`src/rtl/hmmm_muldiv.sv`:
```
// Iterative signed multiply / divide / modulo unit for the HMMM core.
// Fixed latency: WIDTH iterations plus one sign-fix cycle, for every op and operand.
module hmmm_muldiv #(
   parameter int unsigned WIDTH = 8
) (
   input  logic             clk,
   input  logic             reset,
   input  logic             start,
   input  logic [1:0]       op,
   input  logic [WIDTH-1:0] a,
   input  logic [WIDTH-1:0] b,
   output logic [WIDTH-1:0] result,
   output logic             busy,
   output logic             done,
   output logic             dbz,
   output logic             ovf
);

   localparam int unsigned CW = $clog2(WIDTH + 1);
   localparam int unsigned PW = 2 * WIDTH;
   localparam logic [PW-1:0] LIM = PW'(1) << (WIDTH - 1);

   localparam logic [1:0] S_IDLE = 2'd0;
   localparam logic [1:0] S_RUN  = 2'd1;
   localparam logic [1:0] S_FIX  = 2'd2;
   localparam logic [1:0] S_DONE = 2'd3;

   localparam logic [1:0] OP_MUL = 2'b00;
   localparam logic [1:0] OP_DIV = 2'b01;
   localparam logic [1:0] OP_MOD = 2'b10;

   logic [1:0]       state, state_nx;
   logic [CW-1:0]    cnt;
   logic [1:0]       op_q;
   logic             sa, neg, bz;
   logic [WIDTH-1:0] mag_op;   // |a| for mul (multiplicand), |b| for div/mod (divisor)
   logic [WIDTH:0]   acc;      // product high half / partial remainder
   logic [WIDTH-1:0] mq;       // multiplier -> product low half / dividend -> quotient

   logic             accept_c;
   logic [WIDTH-1:0] a_mag_c, b_mag_c;
   logic [WIDTH:0]   acc_nx_c, acc_add_c, shifted_c;
   logic [WIDTH+1:0] diff_c;
   logic [WIDTH-1:0] mq_nx_c;
   logic [PW-1:0]    prod_c;
   logic [WIDTH-1:0] fix_result_c;
   logic             fix_dbz_c, fix_ovf_c;

   assign accept_c = start && (state == S_IDLE || state == S_DONE);
   assign a_mag_c  = a[WIDTH-1] ? WIDTH'(-a) : a;
   assign b_mag_c  = b[WIDTH-1] ? WIDTH'(-b) : b;

   // State register
   always_ff @(posedge clk or negedge reset) begin
      if (!reset) state <= S_IDLE;
      else        state <= state_nx;
   end

   // Next-state logic
   always_comb begin
      state_nx = state;
      case (state)
         S_IDLE:  if (start) state_nx = S_RUN;
         S_RUN:   if (cnt == CW'(WIDTH - 1)) state_nx = S_FIX;
         S_FIX:   state_nx = S_DONE;
         S_DONE:  state_nx = start ? S_RUN : S_IDLE;
         default: state_nx = S_IDLE;
      endcase
   end

   // One shift-add (mul) or restoring-subtract (div/mod) step on the magnitudes
   always_comb begin
      acc_nx_c  = acc;
      mq_nx_c   = mq;
      acc_add_c = '0;
      shifted_c = '0;
      diff_c    = '0;
      if (op_q == OP_MUL) begin
         acc_add_c = mq[0] ? acc + (WIDTH + 1)'(mag_op) : acc;
         acc_nx_c  = acc_add_c >> 1;
         mq_nx_c   = {acc_add_c[0], mq[WIDTH-1:1]};
      end else begin
         shifted_c = {acc[WIDTH-1:0], mq[WIDTH-1]};
         diff_c    = {1'b0, shifted_c} - (WIDTH + 2)'(mag_op);
         if (!diff_c[WIDTH+1]) begin
            acc_nx_c = diff_c[WIDTH:0];
            mq_nx_c  = {mq[WIDTH-2:0], 1'b1};
         end else begin
            acc_nx_c = shifted_c;
            mq_nx_c  = {mq[WIDTH-2:0], 1'b0};
         end
      end
   end

   // Sign correction and flags; low half of a negated product equals the negated low half
   always_comb begin
      prod_c       = {acc[WIDTH-1:0], mq};
      fix_result_c = '0;
      fix_dbz_c    = 1'b0;
      fix_ovf_c    = 1'b0;
      case (op_q)
         OP_MUL: begin
            fix_result_c = neg ? WIDTH'(-mq) : mq;
            fix_ovf_c    = neg ? (prod_c > LIM) : (prod_c >= LIM);
         end
         OP_DIV: begin
            fix_dbz_c = bz;
            if (!bz) begin
               fix_result_c = neg ? WIDTH'(-mq) : mq;
               fix_ovf_c    = !neg && mq[WIDTH-1];
            end
         end
         OP_MOD: begin
            fix_dbz_c = bz;
            if (!bz) fix_result_c = sa ? WIDTH'(-acc[WIDTH-1:0]) : acc[WIDTH-1:0];
         end
         default: ;
      endcase
   end

   // Datapath and registered outputs
   always_ff @(posedge clk or negedge reset) begin
      if (!reset) begin
         cnt    <= '0;
         op_q   <= '0;
         sa     <= 1'b0;
         neg    <= 1'b0;
         bz     <= 1'b0;
         mag_op <= '0;
         acc    <= '0;
         mq     <= '0;
         result <= '0;
         busy   <= 1'b0;
         done   <= 1'b0;
         dbz    <= 1'b0;
         ovf    <= 1'b0;
      end else begin
         done <= (state == S_FIX);
         if (accept_c) begin
            cnt    <= '0;
            op_q   <= op;
            sa     <= a[WIDTH-1];
            neg    <= a[WIDTH-1] ^ b[WIDTH-1];
            bz     <= (b == '0);
            mag_op <= (op == OP_MUL) ? a_mag_c : b_mag_c;
            mq     <= (op == OP_MUL) ? b_mag_c : a_mag_c;
            acc    <= '0;
            busy   <= 1'b1;
         end else if (state == S_RUN) begin
            cnt <= cnt + CW'(1);
            acc <= acc_nx_c;
            mq  <= mq_nx_c;
         end else if (state == S_FIX) begin
            result <= fix_result_c;
            dbz    <= fix_dbz_c;
            ovf    <= fix_ovf_c;
            busy   <= 1'b0;
         end
      end
   end

endmodule
```
`config.mk`:
```
export PLATFORM = sky130hd
export DESIGN_NAME = hmmm_muldiv
export DESIGN_NICKNAME = d
export VERILOG_FILES = /design/src/rtl/hmmm_muldiv.sv
export SDC_FILE = /design/constraint.sdc
export NUM_CORES = 1
export LEC_CHECK = 0
export CORE_ASPECT_RATIO = 0.9
export CORE_MARGIN = 2
export CORE_UTILIZATION = 45
export CTS_BUF_LIST = sky130_fd_sc_hd__clkbuf_8 sky130_fd_sc_hd__clkbuf_16
export DETAILED_ROUTE_END_ITERATION = 16
export PLACE_DENSITY = 0.76
export SLEW_MARGIN = 20
export SYNTH_ARGS = -nofsm -noshare
export SYNTH_HDL_FRONTEND = slang
export SYNTH_SLANG_ARGS = --single-unit
export TNS_END_PERCENT = 100
```
`constraint.sdc`:
```
create_clock -name clk -period 2.9 [get_ports clk]
set_input_delay 0.58 -clock clk [delete_from_list [all_inputs] [get_ports clk]]
set_output_delay 0.58 -clock clk [all_outputs]
set_load 0.005 [all_outputs]
```
==> results.yml, run 1 <==
clocking:
  hold_buffers: 0
  cts_setup_buffers: 0
  clk_pin_slew_ps: 110
  numCtsBuffers: 5
  h-tree-depth: 2
  clk_latency_ps: 310
  clk_path_buf_depth: 2
  cts_tree: "built"
  clockRootBuffer: "clkbuf_8"
  clkSinkCount: 48
  ctsResizeCount: 0
sta:
  rsz0062_at_grt: "no"
  finalClockSkew_ps: 16.0
  fin_crit_sh: 0.850
  slew_viol_final: 0
  relSlewSlack: 0.643
  tightest_slew_ps: 536
  setup_viol: 0
  hold_violations: 0
  setup_tns_ps: 0
  fmax_ghz: 0.406
  period_minus_slack_ps: 2460
layout:
  final_area_sq_um: 4480
  num-nets-final: 545
  fin_cells: 611
  final_common_cell: "nand2_1"
  drive_gt1_frac: 0.0630
  area_delta_synth_final_pct: 14.9
  ff_latch_area_sq_um: 1200
  fill_cells: 808
  multi_input_area_sq_um: 2480
  antenna_cells: 0
  final_cell_mix: "52 x nand2_1, 48 x dfrtp_1, 41 x o21ai_0"
  final_util: 0.528
critical_path:
  cp.required_ps: 3090
  crit_path_end_kind: "flip-flop"
  critPathMaxFanout: 10
  rr_worst_depth: 9
  crit_arrival_ps: 2660
  crit_path_start_kind: "flip-flop"
  crit_type: "flip-flop to flip-flop"
floorplan:
  dieArea_sq_um: 9430
  die_w_um: 102
  rows: 32
  start_util: 0.459
  core_area_sq_um: 8490
  ios: 33
  die_y_um: 92.3
yosys:
  synth-edff-count: 0
  syn_area_per_cell_sq_um: 8.46
  syn_nets: 515
  synth_cell_type_count: 54
  postSynth.asyncResetShare: 1.00
  ys.flop_type: "dfrtp_1"
  ys_ff_latch: 48
  yosys_warnings: 0
  synth-seq-area-share: 0.308
  synth_area_sq_um: 3900
  synthCells: 461
global_route:
  grt_pass1_vias: 3374
  grt.overflow.total: 0
  grt_max_degree: 32
  antenna_found_initial: 0
  grt_usage: 0.216
  grt_first_pass_wirelength_mm: 16.3
worst_hold_path:
  hold_path.class: "input pin to asynchronous set/reset pin"
routing:
  drt-total-wl_mm: 9.78
  num_vias: 3541
  vias_per_cell: 5.80
  drcViolationCount: 0
  wl_per_cell_um: 16.0
  ant_nets: 0
  first_iter_violations: 190
  firstDrtPassIters: 6
pwr:
  p_seq_frac: 0.250
  ir_drop_mv: 0.357
  p_total_mw: 5.20
  netSwitchingFraction: 0.480
  pwr-share-comb: 0.653
  p_int_mw: 2.70
  power_density_nw_per_um2: 1160
  clkPwrFrac: 0.098
  p_switching_mw: 2.50
  p_leak_nw: 1.93
place:
  numPortBuffers: 32
  gp_congestion: 0.974
  dp_cells: 603
  place_area_sq_um: 4370
  dp_hpwl_mm: 7.62
job:
  max_cap_violations: 0
status:
  outcome: "finished, final reports clean"
[layer usage]
metal,GRT usage,vias up,share of wire
met5,0,-,0
met4,0.0589,0,0.014
met3,0.0249,11,0.060
met2,0.346,121,0.46
met1,0.309,1690,0.47
li1,-,1719,-
[state kept, by name, indices dropped and copies added (netlist names), 2 cells and up]
signal,flops
acc,9
result,8
mag_op,8
op_q,2
cnt,4
state,2
mq,8
[cell usage after synthesis, types with 3 or more instances]
library cell,instances,area share
nand2_1,52,0.050
dfrtp_1,48,0.31
o21ai_0,41,0.053
nor2_1,33,0.032
ha_1,31,0.099
inv_1,27,0.026
a21oi_1,22,0.028
clkbuf_1,19,0.018
o211ai_1,17,0.033
xor2_1,17,0.038
xnor2_1,16,0.036
mux2i_1,15,0.039
a22o_1,10,0.022
o22ai_1,10,0.016
a211oi_1,9,0.017
o31ai_1,9,0.017
nor2b_1,7,0.011
nor3_1,6,0.0077
nand2b_1,5,0.0080
or3_1,5,0.0080
a21o_1,4,0.0077
nand3_1,4,0.0051
o21a_1,4,0.0077
a211o_1,3,0.0067
a22oi_1,3,0.0058
a31oi_1,3,0.0048
nor4_1,3,0.0048
o41ai_1,3,0.0067
[kinds of logic after synthesis]
group / after synthesis / synth area share
AOI/OAI and AO/OA: 150 / 0.255
muxes: 16 / 0.0414
buffers and inverters: 52 / 0.0574
adders and majority gates: 33 / 0.110
xor gates and xnor gates: 33 / 0.0741
and+or+nand+nor: 129 / 0.154
DFF: 48 / 0.308
[worst max-delay path, stage by stage, from the launching register on]
cell      delay [ps]
dfrtp_1          600
ha_1             280
inv_1             70
fa_1             380
nor2b_1          190
o31a_1           220
o211ai_1         130
and3_1           170
nor3_1           180
o21ai_0          130
[final timing paths]
| check | start | to | slack, ps |
|---|---|---|---|
| setup / recovery | acc[0] | acc[7] | 440 |
| hold / removal | reset | acc[7] | 190 |
| setup reg to reg | acc[0] | acc[7] | 440 |
| hold reg to reg | ovf | ovf | 490 |
| max in group asynchronous | reset | op_q[0] | 1930 |
| min in group clk | ovf | ovf | 490 |
[cell type report]
type                            count  area share
Tap cell                          119      0.0332
Multi-Input combinational cell    361       0.553
Clock inverter                      3      0.0103
Sequential cell                    48       0.268
Timing Repair Buffer               48      0.0972
Inverter                           27      0.0226
Clock buffer                        5      0.0154
[power by group through the flow]
stage	registers (mW)	logic (mW)	clock network, mW
after CTS	1.29	3.35	0.523
after detailed placement	1.30	3.34	0
after floorplan	1.18	2.52	0
after global routing	1.33	3.77	0.542
final	1.30	3.39	0.509
after global placement	1.28	3.26	0
[per-stage QoR]
stage	hold WS [ps]	setup slack [ps]
after floorplan	284	700
after global placement	470	520
after detailed placement	479	470
after CTS	209	461
after global routing	234	240
final	189	436
No activity file was read; power rests on OpenSTA's default activity.
==> run 2, diff against run 1 <==
Settings changed: PLACE_DENSITY 0.76 to 0.78.
Clock period 2.9 ns to 2.2 ns, I/O delays scaled along.
==> run 2 against run 1 <==
  * First-iteration DRC count is 90% higher
  * Critical path depth shrank 1
  * Clock skew shrank 5.3 ps
  * Final cell count grew 7.4%
  * The run now ends with negative setup slack left
  * Fmax is 9.1% higher
  * Total power is 55% higher
  * Clock power increased by 56%
  * Sequential power grew 25%
  * Routed wire length increased by 14%
  * Die area is the same
==> results.yml, run 2 (synthesized netlist as in run 1, its figures left out) <==
status:
  outcome: "finished with violations"
  violations: "negative setup slack"
sta:
  fmax_ghz: 0.443
  fin_crit_sh: 1.03
  rsz0062_at_grt: "yes"
  setup_viol: 4
  period_minus_slack_ps: 2260
  fin_ws_ps: -59.5
  relSlewSlack: 0.456
  hold_violations: 0
  tightest_slew_ps: 815
  finalClockSkew_ps: 10.7
  holdWs_ps: 210
  slew_viol_final: 0
floorplan:
  die_w_um: 102
  rows: 32
  ios: 33
  core_area_sq_um: 8490
  dieArea_sq_um: 9430
  start_util: 0.459
  die_y_um: 92.3
place:
  numPortBuffers: 32
  pre_cts_slack_ps: -91.9
  dp_hpwl_mm: 8.27
  gp_congestion: 1.06
clocking:
  clkSinkCount: 48
  numCtsBuffers: 5
  h-tree-depth: 2
  clk_latency_ps: 310
  clk_path_buf_depth: 2
  cts_tree: "built"
  clk_pin_slew_ps: 100
  clockRootBuffer: "clkbuf_8"
  hold_buffers: 0
layout:
  ff_latch_area_sq_um: 1200
  drive_gt1_frac: 0.186
  largest_register_ffs: 9
  fill_cells: 743
  final_common_cell: "buf_4"
  multi_input_area_sq_um: 2620
  final_cell_mix: "59 x buf_4, 52 x nand2_1, 48 x dfrtp_1"
  final_util: 0.588
  largest_register: "acc"
  num-nets-final: 590
  area_delta_synth_final_pct: 27.9
  antenna_cells: 0
routing:
  drt-total-wl_mm: 11.1
  num_vias: 3818
  first_iter_violations: 361
  wl_per_cell_um: 17.0
  ant_nets: 0
  firstDrtPassIters: 5
  vias_per_cell: 5.82
  drcViolationCount: 0
critical_path:
  worstSetupStartpoint: "acc[1]"
  cp.required_ps: 2400
  r2r_end: "acc[1]"
  ff2ff_setup_slack_ps: -60
  crit_arrival_ps: 2460
  crit_path_start_kind: "flip-flop"
  critPathMaxFanout: 5
  crit_path_end_kind: "flip-flop"
  timing.rr.start: "acc[1]"
  rr_worst_depth: 8
  crit_type: "flip-flop to flip-flop"
global_route:
  grt_usage: 0.239
  grt_pass1_vias: 3593
  grt_first_pass_wirelength_mm: 17.8
  grt_max_degree: 35
  grt.overflow.total: 0
  antenna_found_initial: 0
pwr:
  p_total_mw: 8.04
  pwr-share-comb: 0.701
  netSwitchingFraction: 0.465
  ir_drop_mv: 0.663
  p_seq_frac: 0.201
  p_leak_nw: 2.17
  p_int_mw: 4.30
  clkPwrFrac: 0.098
  power_density_nw_per_um2: 1610
  p_switching_mw: 3.74
worst_hold_path:
  hold_path.class: "input pin to asynchronous set/reset pin"
job:
  max_cap_violations: 0
[run 2: changes by cell type in the layout (fill, tap and decap cells not counted), sizes merged]
cell	delta
clkinvlp	-1
buf	+45
bufinv	+1
[run 2: worst max path at each step]
| stage | to | cells past startpoint |
|---|---|---|
| CTS | acc[1] | 9 |
| global route | acc[1] | 8 |
| global placement | acc[7] | 9 |
| floorplan | acc[2] | 8 |
| finish | acc[1] | 8 |
| detailed placement | acc[7] | 9 |
[run 2: worst max-delay path, stage by stage (launching register included)]
cell	delay (ps)
dfrtp_1	450
ha_4	300
nand3b_1	170
a2111oi_4	420
nor3b_2	100
buf_4	180
mux2_2	280
o2111ai_2	170
o31ai_1	90
[run 2: repair_timing]
| item | CTS | global route |
|---|---|---|
| cloned | 0 | 1 |
| hold endpoints to repair | 0 | 0 |
| setup endpoints to repair | 7 | 9 |
| pin swaps | 0 | 10 |
| gates resized for setup | 8 | 25 |
| setup buffers | 1 | 2 |
[run 2: final cells by class]
cell class,instances,area share
clock buffers,5,0.0138
repair buffers,93,0.157
flip-flops and latches,48,0.241
inverters,27,0.0203
clock inverters,3,0.0138
well taps,119,0.0299
multi-input cells,361,0.524
[run 2: power by group through the flow]
stage	registers, mW	logic, mW	clock network (mW)
final	1.62	5.64	0.792
after global placement	1.58	4.86	0
after detailed placement	1.61	5.03	0
after CTS	1.59	5.18	0.800
after floorplan	1.56	3.33	0
after global routing	1.66	6.13	0.823
[run 2: through the flow]
step	area, sq um	instances	setup TNS (ps)
floorplan	3900	461	0
global placement	4680	644	-54.2
detailed placement	4680	644	-289
CTS	4860	653	0
global route	4990	656	-876
finish	4990	656	-78.0
[run 2: metal layers]
metal | share of wire | routed length, um | GRT usage
met1 | 0.44 | 4870 | 0.325
met2 | 0.48 | 5300 | 0.400
met3 | 0.061 | 680 | 0.0294
met4 | 0.025 | 281 | 0.0644
met5 | 0 | 0 | 0
==> edit (settings of run 1) <==
Reset style: synchronous (`reset`), changed in 2 clocked blocks.
--- a/src/rtl/hmmm_muldiv.sv
+++ b/src/rtl/hmmm_muldiv.sv
@@ -52,5 +52,5 @@
 
    // State register
-   always_ff @(posedge clk or negedge reset) begin
+   always_ff @(posedge clk) begin
       if (!reset) state <= S_IDLE;
       else        state <= state_nx;
@@ -120,5 +120,5 @@
 
    // Datapath and registered outputs
-   always_ff @(posedge clk or negedge reset) begin
+   always_ff @(posedge clk) begin
       if (!reset) begin
          cnt    <= '0;
Check against the original RTL: differs if reset is asserted again (counterexample within 4 cycles, from zero or initial values and one cycle with reset low); with reset held inactive, the same outputs for 10 cycles.
==> edit against run 1 <==
  * Sequential cell count stayed put
  * Setup slack better by 0.026 ns
  * Cell area is 4.2% lower
  * Power is 21% lower
  * Via count is 0.59% higher
  * Clock skew is 0.0075 ns lower
  * Synthesized cell count is 2.4% higher
  * Sequential share of layout area is 4.4 points lower
  * Area after synthesis is 4.4% lower
  * Global-route usage is 0.14 points higher
  * Wire length is 1.8% lower
  * Critical endpoint is now acc[7]
  * Highest routed layer unchanged
==> edit: results <==
metrics = {
    "setup_path": {
        "cpMaxStageDelayCell": "dfxtp_1",
        "rrSetupSlack_ns": 0.46,
        "r2r-start": "acc[0]",
        "crit_fanout": 8,
        "arrival_ns": 2.65,
    },
    "route": {
        "drt_iter0_drc": 328,
        "drtPass1Iterations": 5,
        "post_drt_via_cell_ratio": 5.96,
        "wl_um": 9610,
    },
    "min_path": {
        "min_path_type": "flop to flop",
    },
    "sta": {
        "tightest_slew_ns": 0.528,
        "finalCritPeriodShare_pct": 84.1,
    },
    "place": {
        "place_area_um2": 4150,
        "dp_slack_ns": 0.492,
        "place.gp.congestion": 0.873,
        "hpwl_um": 7490,
    },
    "synth": {
        "async_reset_ff_share_pct": 0,
        "synthTopCellsByCount": "dfxtp_1, nor2_1, nand2_1, a21oi_1, inv_1",
        "synth_compound_area_share_pct": 28.5,
        "synth.area.mux_share_pct": 2.95,
    },
    "layout": {
        "layout.nets": 552,
    },
    "grt": {
        "grt_pass1_vias": 3368,
        "grt_max_degree": 28,
        "grt_first_pass_wirelength_um": 16100,
    },
    "pwr": {
        "leakagePower_nw": 1.72,
    },
    "outcome": {
        "status": "complete, no violations",
    },
}
edit: worst register-to-register path: cells and delay by family, from the launching register on:
family                   cells  cell delay [ns]
AO/OA/AOI/OAI                4             0.99
adder cells (fa/ha/maj)      2             0.73
flip-flops                   1             0.44
AND/OR/NAND/NOR              1             0.12
XOR/XNOR                     1             0.07
edit: routing by layer:
metal,GRT usage (%),vias up,share of wire (%)
met1,29.3,1680,47
met3,3.48,16,5.0
met4,6.05,0,2.1
met2,35.9,110,46
met5,0,-,0
li1,-,1756,-
edit: worst paths after layout:
check,cells after the start,endpoint
worst min register to register,2,result[6]
worst min-delay path,2,result[6]
worst max register to register,8,acc[7]
worst max-delay path,8,acc[7]
edit: cell families (layout without fill, tap and decap cells):
| family | Yosys count | after routing |
|---|---|---|
| xor+xnor | 37 | 37 |
| flops | 48 | 48 |
| compound gates | 153 | 153 |
| fa+ha+maj | 33 | 33 |
| buf+inv | 58 | 85 |
| simple gates | 132 | 132 |
| mux | 11 | 11 |
edit: power by group:
part / internal (mW) / switching (mW)
clock network: 0.347 / 0.241
logic: 1.02 / 1.41
registers: 0.822 / 0.258
total: 2.19 / 1.91
edit: area by class of cell:
class,count,area [um^2],area share [%]
tap,99,124,2.89
timing repair buffer,43,403,9.39
multi-input combinational,366,2540,59.1
clock buffer,5,68.8,1.60
inverter,34,128,2.97
sequential,48,961,22.4
clock inverter,3,68.8,1.60
edit: metrics by stage:
step                      std cells  utilization [%]  hold slack, ns  power [mW]
after detailed placement        590             51.7           0.436        3.46
after global placement          590             51.7           0.427        3.40
after floorplan                 472                -           0.435        2.88
after CTS                       598             53.4           0.450        4.06
final                           598             53.4           0.444        4.09
after global routing            598             53.4           0.484        4.43
